==> config.mk <==
export PLATFORM = sky130hd
export DESIGN_NAME = hdu
export DESIGN_NICKNAME = d
export VERILOG_FILES = /design/src/rtl/hdu.sv
export SDC_FILE = /design/constraint.sdc
export NUM_CORES = 1
export LEC_CHECK = 0
export ABC_AREA = 1
export BUFFER_PORTS_ARGS = -buffer_cell sky130_fd_sc_hd__buf_2
export CAP_MARGIN = 20
export CORE_AREA = 4 4 57 59
export DETAILED_ROUTE_END_ITERATION = 7
export DIE_AREA = 0 0 61 63
export PLACE_DENSITY = 0.86
export SKIP_CTS_REPAIR_TIMING = 1
export SYNTH_ARGS = -nofsm -noshare
export SYNTH_HDL_FRONTEND = slang
export SYNTH_SLANG_ARGS = --single-unit
==> constraint.sdc <==
create_clock -name clk -period 2 [get_ports clk]
set_clock_uncertainty 0.1 [all_clocks]
set_input_delay 0.2 -clock clk [delete_from_list [all_inputs] [get_ports clk]]
set_output_delay 0.2 -clock clk [all_outputs]
set_load 0.05 [all_outputs]
==> src/rtl/hdu.sv <==
// Hazard detection / pipeline control: load-use stalls, branch flushes and data-memory freeze with timeout watchdog.
// Optional performance counters are built when HDU_PERF_CNT_EN is defined.
`ifndef RF_ADDR_WIDTH
`define RF_ADDR_WIDTH 5
`endif

module hdu #(
  parameter int unsigned MEM_TIMEOUT = 255
) (
  input  logic                      clk,
  input  logic                      rstn,
  input  logic [`RF_ADDR_WIDTH-1:0] ifidRs1,
  input  logic [`RF_ADDR_WIDTH-1:0] ifidRs2,
  input  logic                      ifidUsesRs2,
  input  logic [`RF_ADDR_WIDTH-1:0] idexRd,
  input  logic                      idexMemRead,
  input  logic                      exBranchTaken,
  input  logic                      exmemMemReq,
  input  logic                      dmemReady,
  output logic                      pcWrite,
  output logic                      ifidWrite,
  output logic                      idexBubble,
  output logic                      ifidFlush,
  output logic                      idexFlush,
  output logic                      pipeFreeze,
  output logic                      memTimeout
`ifdef HDU_PERF_CNT_EN
  ,
  output logic [31:0]               stallCycles,
  output logic [31:0]               flushCount
`endif
);

  localparam int unsigned RegW  = `RF_ADDR_WIDTH;
  localparam int unsigned WaitW = 16;

  typedef enum logic [1:0] {
    sRun  = 2'd0,
    sWait = 2'd1,
    sErr  = 2'd2
  } state_t;

  state_t           state, stateNext;
  logic [WaitW-1:0] waitCnt, waitCntNext;
  logic             memTimeoutNext;
  logic             memBusy;
  logic             loadUse;

  assign memBusy = exmemMemReq && !dmemReady;
  assign loadUse = idexMemRead && (idexRd != RegW'(0)) &&
                   ((idexRd == ifidRs1) || (ifidUsesRs2 && (idexRd == ifidRs2)));

  always_ff @(posedge clk) begin
    if (!rstn) begin
      state      <= sRun;
      waitCnt    <= '0;
      memTimeout <= 1'b0;
    end else begin
      state      <= stateNext;
      waitCnt    <= waitCntNext;
      memTimeout <= memTimeoutNext;
    end
  end

  // Next state plus zero-latency control outputs; freeze outranks flush outranks stall.
  always_comb begin
    stateNext      = state;
    waitCntNext    = waitCnt;
    memTimeoutNext = memTimeout;
    pcWrite        = 1'b1;
    ifidWrite      = 1'b1;
    idexBubble     = 1'b0;
    ifidFlush      = 1'b0;
    idexFlush      = 1'b0;
    pipeFreeze     = 1'b0;

    case (state)
      sRun: begin
        if (memBusy) begin
          stateNext   = sWait;
          waitCntNext = WaitW'(1);
        end
      end
      sWait: begin
        if (dmemReady) begin
          stateNext   = sRun;
          waitCntNext = '0;
        end else if (waitCnt == WaitW'(MEM_TIMEOUT)) begin
          stateNext      = sErr;
          memTimeoutNext = 1'b1;
        end else begin
          waitCntNext = waitCnt + WaitW'(1);
        end
      end
      sErr: begin
        stateNext = sErr;
      end
      default: begin
        stateNext = sRun;
      end
    endcase

    if (!rstn) begin
      pcWrite   = 1'b0;
      ifidWrite = 1'b0;
      ifidFlush = 1'b1;
      idexFlush = 1'b1;
    end else if ((state == sErr) || memBusy) begin
      pipeFreeze = 1'b1;
      pcWrite    = 1'b0;
      ifidWrite  = 1'b0;
    end else if (exBranchTaken) begin
      ifidFlush = 1'b1;
      idexFlush = 1'b1;
    end else if (loadUse) begin
      pcWrite    = 1'b0;
      ifidWrite  = 1'b0;
      idexBubble = 1'b1;
    end
  end

`ifdef HDU_PERF_CNT_EN
  // Free-running wrap-around event counters.
  always_ff @(posedge clk) begin
    if (!rstn) begin
      stallCycles <= '0;
      flushCount  <= '0;
    end else begin
      if (!pcWrite)  stallCycles <= stallCycles + 32'd1;
      if (ifidFlush) flushCount  <= flushCount + 32'd1;
    end
  end
`endif

endmodule

==> impl_metrics.py, run 1 <==
metrics = {
    "timing": {
        "tightest_slew_ns": 0.351,
        "max_freq_mhz": 555,
        "final-hold-violation-count": 0,
        "final_max_slew_viol_count": 0,
        "min_period_ns": 1.80,
        "setup_viol": 0,
        "rsz0062_at_grt": "false",
        "relSlewSlack_pct": 76.5,
        "tns_ns": 0,
        "fin_crit_sh_pct": 90.0,
        "worst_slack_ns": 0.199,
    },
    "floorplan": {
        "ioPinCount": 29,
        "die_area_mm2": 0.00384,
        "start_util_pct": 53.8,
        "die_height_um": 63,
        "rows": 19,
        "core_area_mm2": 0.00271,
        "die_w_um": 61,
    },
    "job": {
        "drv_cap": 0,
    },
    "critical_path": {
        "r2r_slack_ns": 0.27,
        "cp.required_ns": 1.70,
        "cp-end-kind": "primary output",
        "start_kind": "register",
        "crit_fanout": 3,
        "critPathKind": "reg -> out",
        "crit_arrival_ns": 1.50,
    },
    "clocking": {
        "clock_sinks": 19,
        "cts_tree": "done",
        "clock_latency_ns": 0.31,
        "cts_buffer_depth": 2,
        "htreeDepth": 1,
        "clk_pin_slew_ns": 0.11,
        "numCtsBuffers": 3,
        "cts_root_buf": "clkbuf_4",
    },
    "global_route": {
        "grt_max_degree": 15,
        "grt_usage_pct": 18.8,
        "grt_overflow": 0,
        "antenna_found_initial": 0,
        "grt_pass1_vias": 1413,
        "grt_pass1_wl_um": 5640,
    },
    "placement": {
        "hpwl_um": 2580,
        "place_inst": 302,
        "globalplace.congestion": 0.885,
        "io_buffer_count": 28,
        "dpl_worst_slack_ns": 0.323,
        "place_area_mm2": 0.00161,
    },
    "final_layout": {
        "syn2layout_area_growth_pct": 12.4,
        "final_cell_area_mm2": 0.00164,
        "antenna_cells": 0,
        "drive_above_1_share_pct": 19.3,
        "final_core_util_pct": 60.5,
        "finalNetCount": 299,
        "ff_latch_area_um2": 380,
        "multiInputGateArea_um2": 871,
        "final_cell_count_no_fill": 306,
        "nFillCells": 258,
    },
    "detailed_routing": {
        "drcViolationCount": 0,
        "drtAntennaViolNets": 0,
        "routedWlPerCell_um": 10.6,
        "num_vias": 1501,
        "drt_iter0_markers": 93,
        "first_pass_iters": 4,
        "wl_um": 3250,
        "viasPerCell": 4.91,
    },
    "synth": {
        "avgSynthCellArea_um2": 5.93,
        "synth_area_mm2": 0.00146,
        "synthSimpleGateAreaFrac_pct": 45.5,
        "synth_mux_area_share_pct": 0,
        "ys_seq_area_share_pct": 26.1,
        "synthAdderAreaFrac_pct": 0.858,
        "synth_top_family_by_area": "simple AND/OR/NAND/NOR gates",
        "synthXorXnorAreaFrac_pct": 4.21,
        "syn_inst": 246,
        "yosysWarnings": 0,
        "synth-compound-area-share_pct": 8.93,
        "synth_nets": 269,
        "synth_cell_types": 30,
        "synth_seq_cells": 19,
    },
    "power": {
        "power.leakage_nw": 0.756,
        "power_density_mw_per_mm2": 461,
        "ir_drop_v": 0.000426,
    },
    "hold_path": {
        "hold_class": "in -> reg",
    },
    "outcome": {
        "outcome": "complete, no violations",
    },
}
-- worst max-delay path, stage by stage, from the launching register on --
cell     delay [ns]
dfxtp_1        0.47
inv_2          0.07
o21ai_1        0.24
inv_1          0.07
nor2_1         0.08
buf_2          0.27
-- report_power, final --
group	switching (W)	internal, W
sequential	0.00000344	0.000382
combinational	0.000109	0.0000572
clock	0.000127	0.0000781
-- cells in the final DEF, fill, tap and decap left out --
cell | Yosys | layout
or2_2 | 3 | 3
nand3_4 | 1 | 1
and2_1 | 1 | 1
inv_1 | 39 | 39
nor2_4 | 3 | 3
nand2_4 | 2 | 2
nand3_1 | 19 | 19
o21a_1 | 1 | 1
o21ai_0 | 8 | 6
inv_4 | 1 | 1
xor2_1 | 4 | 4
a21oi_1 | 10 | 9
clkinv_1 | 1 | 1
o21ai_1 | 0 | 2
xnor2_1 | 3 | 3
nor4_1 | 1 | 1
buf_4 | 2 | 2
nor2_1 | 44 | 44
nand4_1 | 4 | 4
nand2_1 | 65 | 65
buf_2 | 1 | 28
nor2_2 | 1 | 1
clkbuf_4 | 0 | 3
a21oi_2 | 2 | 3
nand2_2 | 2 | 2
dfxtp_1 | 19 | 19
o22ai_1 | 1 | 1
inv_2 | 3 | 3
clkbuf_1 | 0 | 1
o2111ai_1 | 1 | 1
nand3_2 | 1 | 1
ha_1 | 1 | 1
-- registers in the layout (all words and copies together), names as in the netlist --
name and cells:
state 2, waitCnt 16, memTimeout 1
-- cells by family (layout without fill, tap and decap cells) --
group	Yosys count	in the layout
simple gates	147	147
buf+inv	49	78
compound gates	23	23
flops	19	19
xor+xnor	7	7
fa+ha+maj	1	1
-- final timing paths --
check | start | endpoint | cells past startpoint
max reg2reg | waitCnt[0]$_SDFFE_PN0P_ | waitCnt[12]$_SDFFE_PN0P_ | 9
max | state[1]$_SDFFE_PN0P_ | pipeFreeze | 5
min reg2reg | memTimeout$_SDFFE_PN0P_ | memTimeout$_SDFFE_PN0P_ | 2
min | dmemReady | waitCnt[0]$_SDFFE_PN0P_ | 4
-- routing by layer --
metal	share of wire, %	global-route usage (%)	vias to the layer above
met5	0	0	-
met1	45	23.0	633
met3	5.4	2.89	7
met2	47	30.5	45
met4	2.8	9.76	0
li1	-	-	816
-- final cells by class --
cell class,count,share of cell area [%]
well taps,31,2.37
flip-flops and latches,19,23.2
clock buffers,4,1.60
multi-input cells,178,53.1
inverters,44,10.2
repair buffers,30,9.47
-- per-stage QoR --
step	total power, W	hold WS [ns]
after detailed placement	0.000559	0.342
after global routing	0.000801	0.180
after floorplan	0.000514	0.220
after CTS	0.000761	0.140
after global placement	0.000556	0.346
final	0.000756	0.146
-- Yosys cell counts --
library cell	instances	area [um^2]
nand2_1	65	244
nor2_1	44	165
inv_1	39	146
dfxtp_1	19	380
nand3_1	19	95.1
a21oi_1	10	50.1
o21ai_0	8	40.0
nand4_1	4	25.0
xor2_1	4	35.0
inv_2	3	11.3
nor2_4	3	33.8
or2_2	3	18.8
xnor2_1	3	26.3
a21oi_2	2	17.5
buf_4	2	15.0
buf_6	2	22.5
nand2_2	2	12.5
nand2_4	2	22.5
and2_1	1	6.26
buf_2	1	5.00
clkinv_1	1	3.75
ha_1	1	12.5
inv_4	1	6.26
nand3_2	1	10.0
nand3_4	1	17.5
nor2_2	1	6.26
nor4_1	1	6.26
o2111ai_1	1	8.76
o21a_1	1	7.51
o22ai_1	1	6.26
(Power assumes the default switching activity.)
==> run 2: changes to the inputs <==
==> config.mk (replaced) <==
export PLATFORM = sky130hd
export DESIGN_NAME = hdu
export DESIGN_NICKNAME = d
export VERILOG_FILES = /design/src/rtl/hdu.sv
export SDC_FILE = /design/constraint.sdc
export NUM_CORES = 1
export LEC_CHECK = 0
export ABC_AREA = 0
export BUFFER_PORTS_ARGS = -buffer_cell sky130_fd_sc_hd__buf_2
export CAP_MARGIN = 20
export CORE_AREA = 4 4 55 57
export DETAILED_ROUTE_END_ITERATION = 7
export DIE_AREA = 0 0 59 61
export PLACE_DENSITY = 0.85
export SKIP_CTS_REPAIR_TIMING = 1
export SYNTH_ARGS = -nofsm -noshare
export SYNTH_HDL_FRONTEND = slang
export SYNTH_SLANG_ARGS = --single-unit
==> impl_metrics.py, run 2 <==
metrics = {
    "outcome": {
        "outcome": "complete, no violations",
    },
    "final_layout": {
        "antenna_cells": 0,
        "multiInputGateArea_um2": 852,
        "final_cell_area_mm2": 0.00149,
        "final_common_cell": "buf_2",
        "largest_reg_flops": 16,
        "drive_above_1_share_pct": 24.9,
        "syn2layout_area_growth_pct": 15.4,
        "final_cell_mix": "buf_2 (27), nand3_1 (18), dfxtp_1 (18), nand2_1 (11)",
        "finalNetCount": 213,
        "ff_latch_area_um2": 382,
        "top_register": "waitCnt",
        "nFillCells": 227,
        "reg_top3": "waitCnt (16), state (2), memTimeout (1)",
    },
    "detailed_routing": {
        "first_pass_iters": 4,
        "viasPerCell": 6.30,
        "drcViolationCount": 0,
        "drt_iter0_markers": 47,
        "num_vias": 1379,
        "routedWlPerCell_um": 14.6,
        "drtAntennaViolNets": 0,
        "wl_um": 3210,
    },
    "global_route": {
        "grt_usage_pct": 19.8,
        "antenna_found_initial": 0,
        "grt_overflow": 0,
        "grt_pass1_vias": 1265,
        "grt_max_degree": 25,
        "grt_pass1_wl_um": 5510,
    },
    "synth": {
        "synth_edf_count": 0,
        "synthArstFlopShare_pct": 0,
        "synth_cell_types": 47,
        "yosysWarnings": 0,
        "synth_seq_cells": 19,
        "ys_seq_area_share_pct": 29.4,
        "synth.most_common_cell": "dfxtp_1",
        "synth_area_leaders": "dfxtp_1 (29%), nand3_1 (7.0%), xnor2_1 (6.8%), and3_1 (4.4%), nand2_1 (3.2%)",
        "avgSynthCellArea_um2": 8.04,
        "synth_nets": 184,
        "netlist_top_cells_count": "dfxtp_1 (19), nand3_1 (18), nand2_1 (11), nor2_1 (11), xnor2_1 (10)",
        "synthFlopType": "dfxtp_1",
        "synth_top_area_share_pct": 29.4,
        "synth_top_area_cell": "dfxtp_1",
        "synth_area_mm2": 0.00129,
        "syn_inst": 161,
    },
    "timing": {
        "tightest_slew_ns": 0.710,
        "rsz0062_at_grt": "false",
        "setup_viol": 0,
        "relSlewSlack_pct": 52.6,
        "final-hold-violation-count": 0,
        "max_freq_mhz": 545,
        "worst_slack_ns": 0.165,
        "final_max_slew_viol_count": 0,
        "tns_ns": 0,
        "min_period_ns": 1.84,
        "fin_crit_sh_pct": 91.8,
    },
    "power": {
        "ir_drop_v": 0.000399,
        "power_w": 0.000728,
        "power_density_mw_per_mm2": 488,
        "power.leakage_nw": 0.606,
    },
    "critical_path": {
        "cp-end-kind": "primary output",
        "crit_arrival_ns": 1.54,
        "critPathKind": "reg -> out",
        "crit_fanout": 8,
        "cp.required_ns": 1.70,
        "start_kind": "register",
    },
    "placement": {
        "dpl_worst_slack_ns": 0.163,
        "globalplace.congestion": 0.842,
        "io_buffer_count": 28,
        "hpwl_um": 2380,
        "place_area_mm2": 0.00146,
    },
    "clocking": {
        "clk_pin_slew_ns": 0.11,
        "htreeDepth": 1,
        "clock_sinks": 19,
        "numCtsBuffers": 3,
        "clock_latency_ns": 0.31,
        "cts_root_buf": "clkbuf_4",
        "cts_buffer_depth": 2,
        "cts_tree": "done",
    },
    "floorplan": {
        "die_area_mm2": 0.00360,
        "die_height_um": 61,
        "rows": 18,
        "start_util_pct": 52.2,
        "die_w_um": 59,
        "core_area_mm2": 0.00248,
        "ioPinCount": 29,
    },
    "job": {
        "drv_cap": 0,
    },
    "hold_path": {
        "hold_class": "in -> reg",
    },
}
## run 2: cell count changes in the layout (fill, tap and decap cells not counted), moves of 5 or more
cell	delta
xnor2_1	+7
inv_1	-35
and3_1	+9
nand2_1	-54
nor3_1	+5
nor2_1	-34
o21ai_0	-5
## run 2: metal layers
| layer | vias to the layer above | share of wire, % | GRT usage [%] |
|---|---|---|---|
| li1 | 670 | - | - |
| met1 | 629 | 44 | 24.7 |
| met2 | 72 | 46 | 33.6 |
| met3 | 8 | 7.9 | 3.40 |
| met4 | 0 | 1.4 | 8.41 |
| met5 | - | 0 | 0 |
## run 2: layout make-up
type | instances | share of cell area (%)
Clock buffer | 4 | 1.76
Sequential cell | 19 | 25.6
Inverter | 4 | 1.01
Multi-Input combinational cell | 129 | 57.1
Timing Repair Buffer | 33 | 12.1
Tap cell | 30 | 2.51
## run 2: cell families (layout without fill, tap and decap cells)
logic type,count (synthesis),after routing,synth area share (%)
flops,19,19,29.4
compound gates,40,40,23.8
buf+inv,13,41,5.22
xor+xnor,10,10,6.77
fa+ha+maj,1,1,0.967
mux,2,2,1.55
simple gates,76,76,32.3
## run 2: through the flow
step           instances  hold WS [ns]  util, %
5_1_grt              219        0.0230     60.3
4_1_cts              219        0.0357     60.0
3_3_place_gp         215         0.343     58.9
6_report             219        0.0424     60.3
3_5_place_dp         215         0.359     58.9
2_1_floorplan        161         0.179        -
## run 2: worst max-delay path: stages, from the launching register on
cell,delay [ns]
dfxtp_1,0.44
nor2b_1,0.24
nor2_2,0.07
nand2_1,0.10
and3b_1,0.18
clkbuf_4,0.21
## run 2: worst paths after layout
kind / startpoint / to / slack, ns / cells past startpoint
max: state[1]$_SDFFE_PN0P_ / idexBubble / 0.16 / 5
min: dmemReady / state[0]$_SDFFE_PN0P_ / 0.04 / 2
max reg2reg: waitCnt[0]$_SDFFE_PN0P_ / waitCnt[12]$_SDFFE_PN0P_ / 0.17 / 5
min reg2reg: memTimeout$_SDFFE_PN0P_ / memTimeout$_SDFFE_PN0P_ / 0.38 / 1
## run 2: power breakdown
| group | total [W] | leakage, nW | switching, W | internal [W] |
|---|---|---|---|---|
| Sequential | 0.000386 | 0.154 | 0.00000443 | 0.000382 |
| Clock | 0.000206 | 0.0150 | 0.000128 | 0.0000779 |
| Combinational | 0.000136 | 0.437 | 0.0000829 | 0.0000531 |
| Total | 0.000728 | 0.606 | 0.000215 | 0.000513 |
